$ cat src/rtl/mux_scan_ctrl.sv
// mux_scan_ctrl: select sequencer for a 4:1 mux.
// Steps the select lines {s0,s1} through channels 0..3. Each select is held
// SETTLE cycles before y is sampled. The four samples are assembled into a
// 4-bit frame, with a start/busy/done handshake around each scan.
//
// Ports:
//   clk    - clock, rising edge
//   rst_n  - asynchronous reset, active-low
//   start  - scan request, sampled only while idle
//   y      - mux output being sampled
//   s0,s1  - mux select; {s0,s1} is the channel index
//   busy   - scan in progress
//   done   - one-cycle pulse; frame has just been updated
//   frame  - frame[k] is the sample taken on channel k
//   chg    - one-cycle pulse with done when the new frame differs from the
//            previous frame
//
// Build option: define SCAN_CHANGE_EN to build the frame-change detector.
// When it is not defined, chg is tied low.
//
// All outputs are registered from the current state. They therefore trail the
// state register by one cycle, and no combinational path exists from start or
// y to any output.
module mux_scan_ctrl #(
  parameter int unsigned SETTLE   = 2,
  parameter int unsigned SETTLE_W = 4
) (
  input  logic       clk,
  input  logic       rst_n,
  input  logic       start,
  input  logic       y,
  output logic       s0,
  output logic       s1,
  output logic       busy,
  output logic       done,
  output logic [3:0] frame,
  output logic       chg
);

  localparam logic [1:0] ST_IDLE   = 2'd0;
  localparam logic [1:0] ST_SETTLE = 2'd1;
  localparam logic [1:0] ST_SAMPLE = 2'd2;
  localparam logic [1:0] ST_DONE   = 2'd3;

  localparam logic [SETTLE_W-1:0] CNT_LAST = SETTLE_W'(SETTLE - 1);

  logic [1:0]          state, state_d;
  logic [1:0]          chan, chan_d;
  logic [SETTLE_W-1:0] cnt, cnt_d;
  logic [3:0]          shadow, shadow_d;
  logic                scanning;

  // State, channel, settle counter and shadow frame.
  always_ff @(posedge clk or negedge rst_n) begin
    if (!rst_n) begin
      state  <= ST_IDLE;
      chan   <= 2'd0;
      cnt    <= '0;
      shadow <= 4'd0;
    end else begin
      state  <= state_d;
      chan   <= chan_d;
      cnt    <= cnt_d;
      shadow <= shadow_d;
    end
  end

  // Next-state logic and scan datapath.
  always_comb begin
    state_d  = state;
    chan_d   = chan;
    cnt_d    = cnt;
    shadow_d = shadow;
    case (state)
      ST_IDLE: begin
        if (start) begin
          state_d = ST_SETTLE;
          chan_d  = 2'd0;
          cnt_d   = '0;
        end
      end
      ST_SETTLE: begin
        if (cnt == CNT_LAST) begin
          state_d = ST_SAMPLE;
        end else begin
          cnt_d = cnt + SETTLE_W'(1);
        end
      end
      ST_SAMPLE: begin
        shadow_d[chan] = y;
        // The channel only wraps by leaving through DONE.
        if (chan == 2'd3) begin
          state_d = ST_DONE;
        end else begin
          chan_d  = chan + 2'd1;
          cnt_d   = '0;
          state_d = ST_SETTLE;
        end
      end
      ST_DONE: begin
        state_d = ST_IDLE;
        chan_d  = 2'd0;
      end
      default: state_d = ST_IDLE;
    endcase
  end

  assign scanning = (state == ST_SETTLE) || (state == ST_SAMPLE);

  // Registered handshake, select and frame outputs.
  always_ff @(posedge clk or negedge rst_n) begin
    if (!rst_n) begin
      s0    <= 1'b0;
      s1    <= 1'b0;
      busy  <= 1'b0;
      done  <= 1'b0;
      frame <= 4'd0;
    end else begin
      s0   <= scanning & chan[1];
      s1   <= scanning & chan[0];
      busy <= scanning;
      done <= (state == ST_DONE);
      if (state == ST_DONE) begin
        frame <= shadow;
      end
    end
  end

`ifdef SCAN_CHANGE_EN
  // Compare the new frame with the one being replaced; this is a pulse aligned with done.
  always_ff @(posedge clk or negedge rst_n) begin
    if (!rst_n) begin
      chg <= 1'b0;
    end else begin
      chg <= (state == ST_DONE) && (shadow != frame);
    end
  end
`else
  assign chg = 1'b0;
`endif

endmodule

$ cat config.mk
export PLATFORM = sky130hd
export DESIGN_NAME = mux_scan_ctrl
export DESIGN_NICKNAME = d
export VERILOG_FILES = /design/src/rtl/mux_scan_ctrl.sv
export SDC_FILE = /design/constraint.sdc
export NUM_CORES = 1
export LEC_CHECK = 0
export CAP_MARGIN = 10
export CORE_MARGIN = 4
export CORE_UTILIZATION = 57
export CTS_CLUSTER_SIZE = 40
export DETAILED_ROUTE_END_ITERATION = 6
export PLACE_DENSITY = 0.82
export SLEW_MARGIN = 20
export SYNTH_ARGS = -nofsm -noshare
export SYNTH_HDL_FRONTEND = slang
export SYNTH_SLANG_ARGS = --single-unit
$ cat constraint.sdc
create_clock -name clk -period 2.8 [get_ports clk]
set_clock_uncertainty 0.1 [all_clocks]
set_input_delay 0.56 -clock clk [delete_from_list [all_inputs] [get_ports clk]]
set_output_delay 0.56 -clock clk [all_outputs]
set_load 0.1 [all_outputs]
==> results.py, run 1 <==
metrics = {
    "setup_path": {
        "timing.setup.critical_path_class": "reg2reg",
        "worstSetupStartpointType": "register",
        "worstSetupEndpointType": "register",
        "critPathSlowestCell": "sky130_fd_sc_hd__dfrtp_1",
        "critical_path.max_stage_delay_ps": 450,
        "endpoint_required_time_on_the_critical_path_ps": 2910,
        "critPathMaxFanout": 8,
        "path_cells": "inv_1 -> ha_1 -> and2_4 -> or3_4 -> o41ai_1",
        "crit_arrival_ps": 2000,
    },
    "route": {
        "first_pass_iters": 4,
        "drt_wl_total_um": 1650,
        "routed_via_count_divided_by_cell_count": 5.22,
        "drt_first_iter_violations": 14,
        "drc": 0,
        "wire_per_inst_um": 13.8,
        "final_antenna_net_count": 0,
        "vias": 626,
    },
    "floorplanning": {
        "initial_utilization_pct": 63.2,
        "row_count": 14,
        "floorplan.io_pins": 13,
        "chipWidth_um": 50.0,
        "fp.dieH_um": 50.0,
        "fp.coreArea_um2": 1590,
        "die_area_um2": 2500,
    },
    "cells_and_area": {
        "drive_above_1_share_pct": 24.0,
        "layout.cells.most_common": "sky130_fd_sc_hd__dfrtp_1",
        "filler_cell_count": 108,
        "syn_to_final_growth_pct": 15.7,
        "antennaDiodeCount": 0,
        "commonest_non_fill_non_tap_cells_in_the_layout": "20 x sky130_fd_sc_hd__dfrtp_1, 11 x sky130_fd_sc_hd__ha_1, 9 x sky130_fd_sc_hd__buf_4, 8 x sky130_fd_sc_hd__mux2_2",
        "post-route-cell-area_um2": 1160,
        "nets": 112,
    },
    "global_routing": {
        "first_pass_grt_wire_length_um": 2690,
        "initial_antenna_violation_count": 0,
        "first_global_vias": 605,
        "grt_util_all_layers_pct": 14.2,
        "gr-total-overflow": 0,
        "grt_max_degree": 21,
    },
    "clock_tree": {
        "number_of_buffers_created_by_cts": 3,
        "cts_max_level": 1,
        "clkSinkCount": 20,
        "cts_setup_buffers": 0,
        "cts_hold_buffers": 0,
        "skew_pair_late_insertion_delay_ps": 310,
        "cts.repair.resized": 0,
        "cts.root.buffer_cell": "sky130_fd_sc_hd__clkbuf_4",
        "clock_tree_from_tritoncts": "done",
        "cts_buffer_depth": 2,
        "cts.reportedPaths.clkPinSlew_ps": 120,
    },
    "synth": {
        "synth.ff_latch_count": 20,
        "sequential_area_share_after_synthesis_pct": 49.7,
        "synth.distinct_cells": 28,
        "netlist.top_cell.by_area": "sky130_fd_sc_hd__dfrtp_1",
        "ys.warnings.count": 0,
        "synth_top_area_share_pct": 49.7,
        "post_synth.cell_area_avg_um2": 12.1,
        "post_synth_inst_count": 83,
        "synth_fp_nets": 98,
        "syn_area_um2": 1010,
        "yosys-top-cells-area": "sky130_fd_sc_hd__dfrtp_1 50%, sky130_fd_sc_hd__ha_1 14%, sky130_fd_sc_hd__mux2_2 8.9%, sky130_fd_sc_hd__o41ai_1 2.6%, sky130_fd_sc_hd__inv_1 2.2%",
    },
    "worst_hold_path": {
        "holdCritPathClass": "reg2reg",
    },
    "sta": {
        "hold_violations": 0,
        "setup_viol_count_final": 0,
        "fmaxAchievable_mhz": 528,
        "grt_setup_unrepaired": "no",
        "worst_slack_ps": 906,
        "layout_worst_path_cycle_share_pct": 67.6,
        "worst-slew-pin-transition_ps": 509,
        "fin_crit_ps": 1890,
        "finalSetupTns_ps": 0,
        "timing.max_slew.rel_slack_pct": 66.0,
        "timing_max_transition_violations_final": 0,
    },
    "job": {
        "cap_viol_max_count": 0,
    },
    "status": {
        "outcome": "finished, final reports clean",
    },
    "placed_design": {
        "placed_area_um2": 1110,
        "gp_routability_congestion": 0.856,
        "numPortBuffers": 11,
        "place_hpwl_um": 1200,
        "placement.setup.worst_slack_ps": 777,
    },
}
-- flip-flops by register name (all words and copies together), names as in the netlist --
register  flops
s0            1
state         2
frame         4
s1            1
busy          1
cnt           4
done          1
shadow        4
chan          2
-- through the flow --
step	hold WS [ps]	util [%]	std cells
floorplan	164	-	83
global placement	385	69.8	116
detailed placement	389	69.8	116
CTS	415	73.1	120
global route	433	73.1	120
finish	413	73.1	120
-- worst max-delay path, delay by kind of cell, from the launching register on --
family                     cells  cell delay (ps)
AOI/OAI and AO/OA              1              250
and+or+nand+nor                2              570
buffers and inverters          1              110
DFF                            1              450
adders and majority gates      1              300
-- metal layers --
layer  track usage (%)  wire length (um)  vias to the layer above
met2              23.0               790                       14
met1              18.6               762                      295
met4              4.15                23                        0
met5                 0                 0                        -
met3              3.31                77                        2
li1                  -                 -                      315
-- worst paths after layout --
path                       startpoint         to  slack (ps)  cells after the start
setup / recovery             state[0]     cnt[2]         910                      5
hold / removal              shadow[1]   frame[1]         410                      1
setup reg to reg             state[0]     cnt[2]         910                      5
min in group asynchronous       rst_n   frame[1]         460                      2
hold reg to reg             shadow[1]   frame[1]         410                      1
max in group asynchronous       rst_n  shadow[1]        1930                      2
-- area by class of cell --
class                   instances  area [um2]  area share [%]
multi-input cells              54         462            39.6
repair buffers                 12        97.6            8.38
inverters                       6        22.5            1.93
clock inverters                 1        30.0            2.58
clock buffers                   3        22.5            1.93
well taps                      24        30.0            2.58
flip-flops and latches         20         500            43.0
-- cell families (layout without fill, tap and decap cells) --
| group | count (synthesis) | in the layout | share of synthesized area [%] |
|---|---|---|---|
| AOI/OAI and AO/OA | 11 | 11 | 8.82 |
| other | 1 | 1 | 0.372 |
| DFF | 20 | 20 | 49.7 |
| buffers and inverters | 9 | 22 | 4.47 |
| adders and majority gates | 11 | 11 | 13.7 |
| and+or+nand+nor | 21 | 21 | 12.1 |
| muxes | 10 | 10 | 10.9 |
-- cells in the mapped netlist --
master / count
sky130_fd_sc_hd__dfrtp_1: 20
sky130_fd_sc_hd__ha_1: 11
sky130_fd_sc_hd__mux2_2: 8
sky130_fd_sc_hd__inv_1: 6
sky130_fd_sc_hd__nand2_1: 6
sky130_fd_sc_hd__o41ai_1: 3
sky130_fd_sc_hd__a2bb2oi_1: 2
sky130_fd_sc_hd__and2_1: 2
sky130_fd_sc_hd__mux2i_1: 2
sky130_fd_sc_hd__nand3_1: 2
sky130_fd_sc_hd__nor2_1: 2
sky130_fd_sc_hd__nor2b_1: 2
sky130_fd_sc_hd__o31ai_1: 2
sky130_fd_sc_hd__a211oi_1: 1
sky130_fd_sc_hd__a21oi_1: 1
sky130_fd_sc_hd__and2_4: 1
sky130_fd_sc_hd__buf_4: 1
sky130_fd_sc_hd__buf_6: 1
sky130_fd_sc_hd__clkbuf_1: 1
sky130_fd_sc_hd__conb_1: 1
sky130_fd_sc_hd__nand2b_1: 1
sky130_fd_sc_hd__nor3_1: 1
sky130_fd_sc_hd__nor4_1: 1
sky130_fd_sc_hd__nor4bb_1: 1
sky130_fd_sc_hd__o311ai_1: 1
sky130_fd_sc_hd__o32ai_1: 1
sky130_fd_sc_hd__or3_4: 1
sky130_fd_sc_hd__or3b_1: 1
Power of run 1 is left out: the tool's default activity adds up to more than one toggle a clock period on the data nets, which glitch-free logic cannot reach.
==> run 2: changes to the inputs <==
Settings changed: CORE_UTILIZATION 57 to 48, PLACE_DENSITY 0.82 to 0.74.
Clock period 2.8 ns to 1.5 ns, I/O delays scaled along.
==> run 2 against run 1 <==
  * Sequential cell count is the same
  * Worst setup slack lost 1200 ps
  * The run now ends with negative setup slack left
  * Cell count grew 21%
  * First-iteration DRC count is 71% lower
  * Utilization increased by 7.5 points
  * Largest cell class is now multi-input combinational cells
  * Wire length is 48% higher
  * Register-to-register slack got worse by 1200 ps
  * Die area rose by 16%
  * Hold slack got worse by 190 ps
  * Global-route usage increased by 3.7 points
==> results.py, run 2 (synthesized netlist as in run 1, its figures left out) <==
metrics = {
    "status": {
        "outcome": "complete, but fails checks",
        "failed_checks": "negative setup slack",
    },
    "route": {
        "wire_per_inst_um": 16.9,
        "routed_via_count_divided_by_cell_count": 5.32,
        "drt_first_iter_violations": 4,
        "vias": 772,
        "drc": 0,
        "final_antenna_net_count": 0,
        "first_pass_iters": 5,
        "drt_wl_total_um": 2450,
    },
    "sta": {
        "timing_max_transition_violations_final": 0,
        "grt_setup_unrepaired": "yes",
        "fmaxAchievable_mhz": 566,
        "fin_crit_ps": 1770,
        "worst_slack_ps": -266,
        "layout_worst_path_cycle_share_pct": 118,
        "setup_viol_count_final": 8,
        "hold_violations": 0,
        "hold_ws_ps": 224,
    },
    "setup_path": {
        "timing.setup.critical_path_class": "reg2reg",
        "critPathSlowestCell": "sky130_fd_sc_hd__dfrtp_1",
        "ff2ff_path_depth": 5,
        "timing.rr.end": "cnt[2]",
        "critical-path-top-delay-family": "simple AND/OR/NAND/NOR gates",
        "critical_path_depth": 5,
        "worstSetupEndpointType": "register",
        "crit_arrival_ps": 1860,
        "critPathMaxFanout": 5,
        "worst_r2r_start": "state[1]",
        "cp_num_buf_inv": 1,
        "path_cells": "buf_6 -> ha_4 -> and2_4 -> or3_4 -> o41ai_2",
        "endpoint_required_time_on_the_critical_path_ps": 1590,
        "worstSetupStartpointType": "register",
        "endpoint": "cnt[2]",
        "critical_path.max_stage_delay_ps": 450,
        "reg2reg_slack_ps": -270,
        "critPathLaunch": "state[1]",
    },
    "global_routing": {
        "first_pass_grt_wire_length_um": 3590,
        "initial_antenna_violation_count": 0,
        "grt_util_all_layers_pct": 17.8,
        "first_global_vias": 765,
        "grt_max_degree": 21,
        "gr-total-overflow": 0,
    },
    "placed_design": {
        "place_hpwl_um": 1400,
        "gp_routability_congestion": 0.794,
        "numPortBuffers": 11,
    },
    "cells_and_area": {
        "layout.cells.most_common": "sky130_fd_sc_hd__buf_4",
        "antennaDiodeCount": 0,
        "drive_above_1_share_pct": 60.2,
        "syn_to_final_growth_pct": 58.6,
        "largest_registers": "cnt (4), frame (4), shadow (4)",
        "filler_cell_count": 105,
        "commonest_non_fill_non_tap_cells_in_the_layout": "21 x sky130_fd_sc_hd__buf_4, 20 x sky130_fd_sc_hd__dfrtp_1, 8 x sky130_fd_sc_hd__buf_12, 5 x sky130_fd_sc_hd__mux2_2, 5 x sky130_fd_sc_hd__ha_1",
        "nets": 134,
    },
    "clock_tree": {
        "cts_buffer_depth": 2,
        "cts.reportedPaths.clkPinSlew_ps": 120,
        "skew_pair_late_insertion_delay_ps": 290,
        "number_of_buffers_created_by_cts": 3,
        "clock_tree_from_tritoncts": "done",
        "cts_hold_buffers": 0,
        "cts_max_level": 1,
        "cts.root.buffer_cell": "sky130_fd_sc_hd__clkbuf_4",
        "clkSinkCount": 20,
    },
    "floorplanning": {
        "initial_utilization_pct": 50.8,
        "row_count": 16,
        "fp.dieH_um": 53.8,
        "chipWidth_um": 53.8,
        "floorplan.io_pins": 13,
        "die_area_um2": 2890,
        "fp.coreArea_um2": 1980,
    },
    "worst_hold_path": {
        "holdCritPathClass": "in2async",
    },
    "job": {
        "cap_viol_max_count": 0,
    },
}
run 2: how the worst min path moves through the flow:
stage	start	to	slack, ps	depth (start not counted)
floorplan	rst_n	busy	-100	0
global placement	shadow[3]	frame[3]	390	1
global route	rst_n	state[0]	230	2
detailed placement	shadow[0]	shadow[0]	400	1
finish	rst_n	state[0]	220	2
CTS	rst_n	cnt[3]	220	2
run 2: worst reg2reg max path, stage by stage, from the launching register on:
cell	delay (ps)
sky130_fd_sc_hd__dfrtp_1	450
sky130_fd_sc_hd__buf_6	140
sky130_fd_sc_hd__ha_4	150
sky130_fd_sc_hd__and2_4	160
sky130_fd_sc_hd__or3_4	420
sky130_fd_sc_hd__o41ai_2	260
run 2: final cells by class:
class / count / area, um2 / area share, %
clock buffers: 3 / 22.5 / 1.41
clock inverters: 1 / 30.0 / 1.88
inverters: 6 / 22.5 / 1.41
multi-input cells: 54 / 618 / 38.7
flip-flops and latches: 20 / 500 / 31.3
well taps: 27 / 33.8 / 2.11
repair buffers: 34 / 370 / 23.2
run 2: layer usage:
metal	vias up	GRT usage (%)	share of wire, %
li1	360	-	-
met1	396	21.8	41
met2	10	30.8	54
met3	6	3.60	2.5
met4	0	6.38	2.4
met5	-	0	0
run 2: repair_timing:
| action | CTS | global route |
|---|---|---|
| resized for setup | 17 | 15 |
| buffers inserted | 5 | 2 |
| pin swaps | 4 | 4 |
| setup endpoints to repair | 9 | 12 |
run 2: per-stage QoR:
| stage | worst slack (ps) | setup TNS, ps | cells | cell area [um2] | util (%) |
|---|---|---|---|---|---|
| after floorplan | -183 | -860 | 83 | 1030 | - |
| after global placement | -180 | -1200 | 136 | 1370 | 68.9 |
| after detailed placement | -204 | -1390 | 136 | 1370 | 68.9 |
| after CTS | -175 | -1200 | 145 | 1520 | 76.8 |
| after global routing | -301 | -1990 | 145 | 1600 | 80.6 |
| final | -266 | -1400 | 145 | 1600 | 80.6 |
Power of run 2 is left out for the same reason.
==> run 3: changes to the inputs <==
Settings changed: HOLD_SLACK_MARGIN set to 0.1.
==> results of run 3 <==
Same layout as run 2: the final DEF is identical, and so are final timing and power.
Power of run 3 is left out for the same reason.
